File: src/rtl/block_mem_burst_reader_pkg.sv
// Shared definitions for the block memory read-side requester: default widths,
// FSM state encodings and the retry counter width.
package block_mem_burst_reader_pkg;

  localparam int ADDR_W_DEF = 12;
  localparam int DATA_W_DEF = 32;
  localparam int RETRY_W    = 16;

  typedef enum logic [1:0] {
    ST_IDLE  = 2'd0,
    ST_ISSUE = 2'd1,
    ST_WAIT  = 2'd2,
    ST_STALL = 2'd3
  } rd_state_e;

endpackage

File: src/rtl/block_mem_rd_fifo.sv
// Small synchronous FIFO buffering returned read words. The head is read from
// the register array and forced to zero while empty so it has a clean idle value.
module block_mem_rd_fifo #(
  parameter int WIDTH = 33,
  parameter int DEPTH = 4
) (
  input  logic                     clk,
  input  logic                     reset,
  input  logic                     push,
  input  logic [WIDTH-1:0]         wdata,
  input  logic                     pop,
  output logic [WIDTH-1:0]         rdata,
  output logic [$clog2(DEPTH):0]   count,
  output logic                     full,
  output logic                     empty
);

  localparam int PTR_W = $clog2(DEPTH);
  localparam int CNT_W = PTR_W + 1;
  localparam logic [CNT_W-1:0] DEPTH_C = CNT_W'(DEPTH);

  logic [WIDTH-1:0] mem [DEPTH];
  logic [PTR_W-1:0] wr_ptr;
  logic [PTR_W-1:0] rd_ptr;
  logic             do_push;
  logic             do_pop;

  assign full    = (count == DEPTH_C);
  assign empty   = (count == '0);
  assign do_push = push && !full;
  assign do_pop  = pop && !empty;
  assign rdata   = empty ? '0 : mem[rd_ptr];

  always_ff @(posedge clk) begin
    if (do_push) begin
      mem[wr_ptr] <= wdata;
    end
  end

  // Pointers wrap naturally because the depth is a power of two.
  always_ff @(posedge clk or posedge reset) begin
    if (reset) begin
      wr_ptr <= '0;
      rd_ptr <= '0;
      count  <= '0;
    end else begin
      if (do_push) begin
        wr_ptr <= wr_ptr + PTR_W'(1);
      end
      if (do_pop) begin
        rd_ptr <= rd_ptr + PTR_W'(1);
      end
      case ({do_push, do_pop})
        2'b10:   count <= count + CNT_W'(1);
        2'b01:   count <= count - CNT_W'(1);
        default: count <= count;
      endcase
    end
  end

endmodule

File: src/rtl/block_mem_burst_reader.sv
// Burst read requester for one port of the block memory controller: walks a
// word range one read at a time, retries denied grants and streams data out.
module block_mem_burst_reader
  import block_mem_burst_reader_pkg::*;
#(
  parameter int ADDR_W     = ADDR_W_DEF,
  parameter int DATA_W     = DATA_W_DEF,
  parameter int LEN_W      = 8,
  parameter int FIFO_DEPTH = 4
) (
  input  logic               clk,
  input  logic               reset,
  input  logic               cmd_valid,
  output logic               cmd_ready,
  input  logic [ADDR_W-1:0]  cmd_addr,
  input  logic [LEN_W-1:0]   cmd_len,
  output logic [ADDR_W-1:0]  mem_rd_addr,
  input  logic               mem_rd_enable,
  input  logic [DATA_W-1:0]  mem_rd_data,
  output logic               out_valid,
  input  logic               out_ready,
  output logic [DATA_W-1:0]  out_data,
  output logic               out_last,
  output logic               busy,
  output logic               done,
  output logic [RETRY_W-1:0] retry_cnt,
  output logic [1:0]         state_dbg
);

  // Handshakes: a transfer happens on a rising edge where valid && ready; valid
  // and its payload stay stable until accepted, and ready never waits on valid.

  localparam int CNT_W = $clog2(FIFO_DEPTH) + 1;
  localparam logic [CNT_W-1:0] DEPTH_C = CNT_W'(FIFO_DEPTH);

  rd_state_e         state_q;
  rd_state_e         state_d;
  logic [ADDR_W-1:0] addr_q;
  logic [LEN_W-1:0]  rem_q;
  logic              done_q;
  logic [RETRY_W-1:0] retry_q;

  logic              accept;
  logic              empty_cmd;
  logic              grant;
  logic              last_beat;
  logic              space_after;
  logic [CNT_W-1:0]  cnt_after;

  logic              fifo_push;
  logic              fifo_pop;
  logic              fifo_full;
  logic              fifo_empty;
  logic [CNT_W-1:0]  fifo_count;
  logic [DATA_W:0]   fifo_wdata;
  logic [DATA_W:0]   fifo_rdata;

  assign accept     = cmd_valid && (state_q == ST_IDLE);
  assign empty_cmd  = (cmd_len == '0);
  assign grant      = (state_q == ST_WAIT) && mem_rd_enable;
  assign last_beat  = (rem_q == LEN_W'(1));

  assign fifo_push  = grant;
  assign fifo_wdata = {last_beat, mem_rd_data};
  assign fifo_pop   = out_valid && out_ready;

  // Occupancy after the push being made this cycle, crediting a concurrent pop.
  assign cnt_after   = fifo_count + CNT_W'(1) - CNT_W'(fifo_pop);
  assign space_after = (cnt_after < DEPTH_C);

  always_comb begin
    state_d = state_q;
    case (state_q)
      ST_IDLE: begin
        if (accept && !empty_cmd) begin
          state_d = fifo_full ? ST_STALL : ST_ISSUE;
        end
      end
      ST_ISSUE: state_d = ST_WAIT;
      ST_WAIT: begin
        if (mem_rd_enable) begin
          if (last_beat) begin
            state_d = ST_IDLE;
          end else if (space_after) begin
            state_d = ST_ISSUE;
          end else begin
            state_d = ST_STALL;
          end
        end
      end
      ST_STALL: begin
        if (!fifo_full) begin
          state_d = ST_ISSUE;
        end
      end
      default: state_d = ST_IDLE;
    endcase
  end

  always_ff @(posedge clk or posedge reset) begin
    if (reset) begin
      state_q <= ST_IDLE;
      addr_q  <= '0;
      rem_q   <= '0;
      done_q  <= 1'b0;
      retry_q <= '0;
    end else begin
      state_q <= state_d;
      done_q  <= (accept && empty_cmd) || (grant && last_beat);
      // An empty burst leaves the address untouched.
      if (accept && !empty_cmd) begin
        addr_q <= cmd_addr;
        rem_q  <= cmd_len;
      end else if (grant) begin
        addr_q <= addr_q + ADDR_W'(1);
        rem_q  <= rem_q - LEN_W'(1);
      end
      if ((state_q == ST_WAIT) && !mem_rd_enable && (retry_q != '1)) begin
        retry_q <= retry_q + RETRY_W'(1);
      end
    end
  end

  block_mem_rd_fifo #(
    .WIDTH (DATA_W + 1),
    .DEPTH (FIFO_DEPTH)
  ) u_fifo (
    .clk   (clk),
    .reset (reset),
    .push  (fifo_push),
    .wdata (fifo_wdata),
    .pop   (fifo_pop),
    .rdata (fifo_rdata),
    .count (fifo_count),
    .full  (fifo_full),
    .empty (fifo_empty)
  );

  assign cmd_ready   = (state_q == ST_IDLE);
  assign busy        = (state_q != ST_IDLE);
  assign done        = done_q;
  assign retry_cnt   = retry_q;
  assign mem_rd_addr = addr_q;
  assign out_valid   = !fifo_empty;
  assign out_data    = fifo_rdata[DATA_W-1:0];
  assign out_last    = fifo_rdata[DATA_W];
  assign state_dbg   = state_q;

endmodule

File: config.mk
export PLATFORM = sky130hd
export DESIGN_NAME = block_mem_burst_reader
export DESIGN_NICKNAME = d
export VERILOG_FILES = /design/src/rtl/block_mem_burst_reader_pkg.sv /design/src/rtl/block_mem_rd_fifo.sv /design/src/rtl/block_mem_burst_reader.sv
export SDC_FILE = /design/constraint.sdc
export NUM_CORES = 1
export LEC_CHECK = 0
export ABC_AREA = 1
export BUFFER_PORTS_ARGS = -buffer_cell sky130_fd_sc_hd__buf_2
export CORE_MARGIN = 2
export CORE_UTILIZATION = 46
export DETAILED_ROUTE_END_ITERATION = 8
export PLACE_DENSITY = 0.67
export SYNTH_ARGS = -nofsm -noshare
export SYNTH_HDL_FRONTEND = slang
export SYNTH_SLANG_ARGS = --single-unit
File: constraint.sdc
create_clock -name clk -period 4.5 [get_ports clk]
set_input_delay 0.9 -clock clk [delete_from_list [all_inputs] [get_ports clk]]
set_output_delay 0.9 -clock clk [all_outputs]
set_load 0.1 [all_outputs]
==> results of run 1 <==
area by class of cell:
| type | instances | share of cell area |
|---|---|---|
| clock inverters | 15 | 0.0143 |
| inverters | 61 | 0.0234 |
| clock buffers | 17 | 0.0435 |
| repair buffers | 132 | 0.0976 |
| multi-input cells | 539 | 0.269 |
| flip-flops and latches | 178 | 0.523 |
| well taps | 225 | 0.0288 |
state kept, by name, summed over array words and instances (netlist names):
register and cells:
done 1, u_fifo.mem 132, mem_rd_addr 12, u_fifo.wr_ptr 2, state_dbg 2, retry_cnt 16, rem_q 8, u_fifo.rd_ptr 2
u_fifo.count 3
per-layer routing:
metal	wire length (um)	share of wire	vias up
met5	11	0.00064	-
met4	199	0.012	2
met3	1110	0.064	17
met2	8090	0.47	177
met1	7800	0.45	2744
li1	-	-	2942
kinds of logic (layout without fill, tap and decap cells):
kind of cell	count (synthesis)	count (layout)	synth area share
AOI/OAI and AO/OA	130	130	0.0838
xor gates and xnor gates	25	25	0.0271
adders and majority gates	12	12	0.0186
buffers and inverters	91	225	0.0470
DFF	178	178	0.632
and+or+nand+nor	372	372	0.191
worst paths after layout:
path	endpoint	startpoint	cells after the start	slack, ns
worst max-delay path	out_data[5]	u_fifo.count[0]$_DFFE_PP0P_	7	1.04
worst min-delay path	rem_q[4]$_DFFE_PP0P_	rem_q[4]$_DFFE_PP0P_	2	0.51
worst max register to register	u_fifo.count[2]$_DFFE_PP0P_	u_fifo.count[0]$_DFFE_PP0P_	10	1.73
worst min register to register	rem_q[4]$_DFFE_PP0P_	rem_q[4]$_DFFE_PP0P_	2	0.51
max in group asynchronous	u_fifo.rd_ptr[0]$_DFFE_PP0N_	reset	2	3.10
min in group asynchronous	retry_cnt[9]$_DFFE_PP0P_	reset	2	0.69
critical path: cells and delay by family, from the launching register on:
family,cells,cell delay (ns)
adder cells (fa/ha/maj),1,0.21
AO/OA/AOI/OAI,1,0.09
flip-flops,1,0.41
AND/OR/NAND/NOR,1,0.76
buffers and inverters,4,0.68
Yosys cell counts:
cell | count | area [sq um]
a21oi_1 | 39 | 195
a22oi_1 | 1 | 7.51
buf_2 | 10 | 50.1
buf_4 | 1 | 7.51
buf_6 | 3 | 33.8
clkbuf_1 | 16 | 60.1
clkinv_1 | 1 | 3.75
dfrtp_1 | 46 | 1150
edfxtp_1 | 132 | 3960
ha_1 | 12 | 150
inv_1 | 54 | 203
inv_2 | 6 | 22.5
nand2_1 | 132 | 495
nand2_2 | 3 | 18.8
nand2_4 | 2 | 22.5
nand3_1 | 36 | 180
nand3_2 | 1 | 10.0
nand3b_1 | 3 | 22.5
nand4_1 | 9 | 56.3
nor2_1 | 178 | 668
nor2_2 | 1 | 6.26
nor2_4 | 5 | 56.3
nor3_1 | 1 | 5.00
o211ai_1 | 2 | 15.0
o21ai_0 | 82 | 410
o21ai_1 | 2 | 10.0
o21ai_2 | 1 | 8.76
o21ai_4 | 1 | 16.3
o21bai_1 | 2 | 15.0
or2_0 | 1 | 6.26
xnor2_1 | 10 | 87.6
xor2_1 | 15 | 131
stage by stage:
step                      cell area, sq um  hold slack, ns
final                                 9770           0.515
after global routing                  9770           0.544
after global placement                9210           0.493
after CTS                             9770           0.517
after detailed placement              9210           0.501
after floorplan                       8090           0.473
==> flow_metrics.py, run 1 <==
metrics = {
    "status": {
        "status": "completed",
    },
    "clocking": {
        "clockRootBuffer": "clkbuf_16",
        "clockBufferDepth": 2,
        "cts-buffers-inserted": 17,
        "clk_latency_ns": 0.42,
        "post_cts_resized": 0,
        "cts_hold_buffers": 0,
        "cts.sinks": 178,
        "clkTransAtPathRegs_ns": 0.07,
        "cts_tree": "built",
        "h-tree-depth": 4,
        "post_cts_buffers": 0,
    },
    "final_layout": {
        "post-route-util": 0.567,
        "layout-drive-gt1-share": 0.203,
        "post_layout_nonfiller_instances": 1167,
        "diodes": 0,
        "final_common_cell": "nor2_1",
        "num-fill-cells": 1506,
        "area_delta_synth_final_pct": 20.8,
        "final_cell_mix": "nor2_1, nand2_1, edfxtp_1",
        "multiInputGateArea_sq_um": 2630,
        "final_nets": 998,
        "regArea_sq_um": 5120,
    },
    "sta": {
        "finalSetupViolations": 0,
        "fin_skew_ns": 0.0134,
        "timing.final.ws_setup_ns": 1.04,
        "hold_viol": 0,
        "slew_headroom": 0.321,
        "tightest_slew_ns": 1.02,
        "rsz0062_at_grt": "no",
        "drv_slew": 0,
        "setup-tns-final_ns": 0,
        "fmax_ghz": 0.289,
        "finalCriticalPeriod_ns": 3.46,
        "period_share": 0.769,
    },
    "synth": {
        "yosysUniqueCellTypes": 32,
        "synth_seq_area_share": 0.632,
        "syn_nets": 877,
        "ys_warn_count": 0,
        "ys_ff_latch": 178,
        "synth_area_sq_um": 8090,
        "avgSynthCellArea_sq_um": 10.0,
        "netlist_instances": 808,
    },
    "routing": {
        "routed_wl_um": 17200,
        "wl_per_cell_um": 14.7,
        "postRouteAntennaNets": 0,
        "vias": 5882,
        "routed_via_density": 5.04,
        "drc": 0,
        "detail_route.iter0.violations": 323,
        "dr.pass1.iters": 5,
    },
    "global_route": {
        "top_usage_layer": "met2",
        "met1_usage": 0.260,
        "grt_max_degree": 69,
        "grt_pass1_wl_um": 27600,
        "first_global_vias": 5523,
        "grt-ovfl-total": 0,
        "globalRouteMet3Util": 0.0470,
        "grt.total_usage": 0.192,
        "antenna_found_initial": 1,
        "use_met2": 0.309,
    },
    "worst_setup_path": {
        "path_cells": "inv_1, ha_1, inv_1, nor2_2, buf_4, a21oi_1, buf_12",
        "crit_type": "reg2out",
        "cp_slowest_stage_delay_ns": 0.76,
        "endpoint_kind": "primary output",
        "cp_data_required_time_ns": 3.60,
        "cpMostUsedCell": "inv_1",
        "startpoint_type": "register",
        "worstPathArrival_ns": 2.56,
        "crit_slowest_cell": "nor2_2",
        "crit_path_max_fanout": 20,
    },
    "floorplanning": {
        "core_area_sq_um": 17200,
        "start_util": 0.469,
        "num_rows": 48,
        "die-area_sq_um": 18700,
        "die_h_um": 137,
        "die_x_um": 137,
        "ios": 124,
    },
    "placement": {
        "dp_hpwl_um": 11000,
        "portBuffers": 123,
        "pre_cts_ws_ns": 1.31,
        "gp_congestion": 0.835,
        "dp_cells": 1135,
    },
    "hold_path": {
        "holdCritPathClass": "reg2reg",
    },
    "flow_run": {
        "drv_cap": 0,
    },
}
Power of run 1 is left out: the tool's default activity adds up to more than one toggle a clock period on the data nets, which glitch-free logic cannot reach.
==> inputs of run 2 (changes only) <==
==> constraint.sdc (replaced) <==
create_clock -name clk -period 3.2 [get_ports clk]
set_input_delay 0.64 -clock clk [delete_from_list [all_inputs] [get_ports clk]]
set_output_delay 0.64 -clock clk [all_outputs]
set_load 0.1 [all_outputs]
==> run 2 against run 1 <==
Routed wire length decreased by 0.81%; largest cell class unchanged; register-to-register slack worse by 0.65 ns; sequential share of layout area is 1.8 points lower; die area unchanged; worst hold slack worse by 0.36 ns; design area rose by 3.6%; critical path depth is 2 lower; global-route usage down 0.056 points; setup slack worse by 0.60 ns.
==> flow_metrics.py, run 2 (same netlist as run 1, synthesis figures left out) <==
metrics = {
    "status": {
        "status": "completed",
    },
    "worst_setup_path": {
        "crit_end": "out_data[2]",
        "crit_path_start": "u_fifo.rd_ptr[0]$_DFFE_PP0N_",
        "startpoint_type": "register",
        "reg2reg_depth": 6,
        "r2r-end": "u_fifo.mem[2][10]$_DFFE_PP_",
        "regToRegSetupSlack_ns": 1.08,
        "cp_data_required_time_ns": 2.56,
        "r2r_start": "u_fifo.count[0]$_DFFE_PP0P_",
        "crit_type": "reg2out",
        "endpoint_kind": "primary output",
        "crit_path_max_fanout": 42,
        "worstPathArrival_ns": 2.12,
    },
    "global_route": {
        "antenna_found_initial": 1,
        "grt_pass1_wl_um": 27500,
        "grt-ovfl-total": 0,
        "grt.total_usage": 0.192,
        "grt_max_degree": 68,
        "first_global_vias": 5479,
    },
    "clocking": {
        "h-tree-depth": 4,
        "cts.sinks": 178,
        "post_cts_buffers": 0,
        "clkTransAtPathRegs_ns": 0.07,
        "cts-buffers-inserted": 17,
        "clockBufferDepth": 2,
        "cts_tree": "built",
        "post_cts_resized": 0,
        "clk_latency_ns": 0.43,
        "cts_hold_buffers": 0,
        "clockRootBuffer": "clkbuf_16",
    },
    "placement": {
        "gp_congestion": 0.870,
        "portBuffers": 123,
        "dp_cells": 1139,
        "dp_hpwl_um": 11200,
        "post_dp_cell_area_sq_um": 9530,
    },
    "routing": {
        "detail_route.iter0.violations": 394,
        "drc": 0,
        "routed_via_density": 5.03,
        "routed_wl_um": 17100,
        "wl_per_cell_um": 14.6,
        "vias": 5891,
        "postRouteAntennaNets": 0,
        "dr.pass1.iters": 5,
    },
    "final_layout": {
        "final_nets": 1002,
        "area_delta_synth_final_pct": 25.1,
        "num-fill-cells": 1419,
        "layout-drive-gt1-share": 0.206,
        "final_common_cell": "nor2_1",
        "diodes": 0,
        "regMostFlops": "u_fifo.mem",
        "post_layout_nonfiller_instances": 1171,
        "largest_register_ffs": 132,
        "final_cell_mix": "nor2_1, nand2_1, edfxtp_1",
        "stdcell_area_sq_um": 10100,
    },
    "sta": {
        "period_share": 0.862,
        "finalSetupViolations": 0,
        "hold_viol": 0,
        "fin_skew_ns": 0.0100,
        "drv_slew": 0,
        "slew_headroom": 0.621,
        "fmax_ghz": 0.362,
        "rsz0062_at_grt": "no",
        "tightest_slew_ns": 0.566,
        "finalCriticalPeriod_ns": 2.76,
    },
    "floorplanning": {
        "die_h_um": 137,
        "die-area_sq_um": 18700,
        "start_util": 0.469,
        "num_rows": 48,
        "die_x_um": 137,
        "ios": 124,
        "core_area_sq_um": 17200,
    },
    "flow_run": {
        "drv_cap": 0,
    },
    "hold_path": {
        "holdCritPathClass": "in2async",
    },
}
-- run 2: cell types whose count changed in the layout (fill, tap and decap cells not counted), sizes merged --
cell and change:
buf +4, clkinv -2, inv +2
-- run 2: worst max-delay path, cell delays in order, from the launching register on --
cell     delay (ns)
dfrtp_2        0.44
inv_2          0.32
buf_12         0.25
o21ai_0        0.12
a21oi_1        0.32
buf_12         0.22
-- run 2: cell type report --
type | instances | area (sq um) | area share
sequential | 178 | 5120 | 0.505
multi-input combinational | 539 | 2630 | 0.260
timing repair buffer | 136 | 1270 | 0.126
clock buffer | 17 | 425 | 0.0420
tap | 225 | 282 | 0.0278
inverter | 61 | 229 | 0.0226
clock inverter | 15 | 170 | 0.0168
-- run 2: how the worst min path moves through the flow --
| stage | start | end | cells after the start |
|---|---|---|---|
| final | reset | mem_rd_addr[3]$_DFFE_PP0P_ | 2 |
| after global routing | reset | mem_rd_addr[3]$_DFFE_PP0P_ | 2 |
| after CTS | reset | mem_rd_addr[3]$_DFFE_PP0P_ | 2 |
| after detailed placement | u_fifo.count[0]$_DFFE_PP0P_ | u_fifo.count[0]$_DFFE_PP0P_ | 1 |
| after global placement | rem_q[4]$_DFFE_PP0P_ | rem_q[4]$_DFFE_PP0P_ | 2 |
| after floorplan | u_fifo.count[0]$_DFFE_PP0P_ | u_fifo.count[0]$_DFFE_PP0P_ | 1 |
-- run 2: through the flow --
| step | setup WS [ns] | hold WS, ns | util | TNS (ns) |
|---|---|---|---|---|
| after floorplan | -0.190 | 0.473 | - | -25.11 |
| after global placement | 0.862 | 0.490 | 0.553 | 0 |
| after detailed placement | 0.869 | 0.496 | 0.553 | 0 |
| after CTS | 0.388 | 0.140 | 0.587 | 0 |
| after global routing | 0.289 | 0.165 | 0.587 | 0 |
| final | 0.441 | 0.150 | 0.587 | 0 |
-- run 2: per-layer routing --
layer / up-vias / share of wire / global-route usage
li1: 2946 / - / -
met1: 2744 / 0.45 / 0.255
met2: 184 / 0.49 / 0.315
met3: 15 / 0.056 / 0.0407
met4: 2 / 0.010 / 0.0613
met5: - / 0.00076 / 0
Power of run 2 is left out for the same reason.
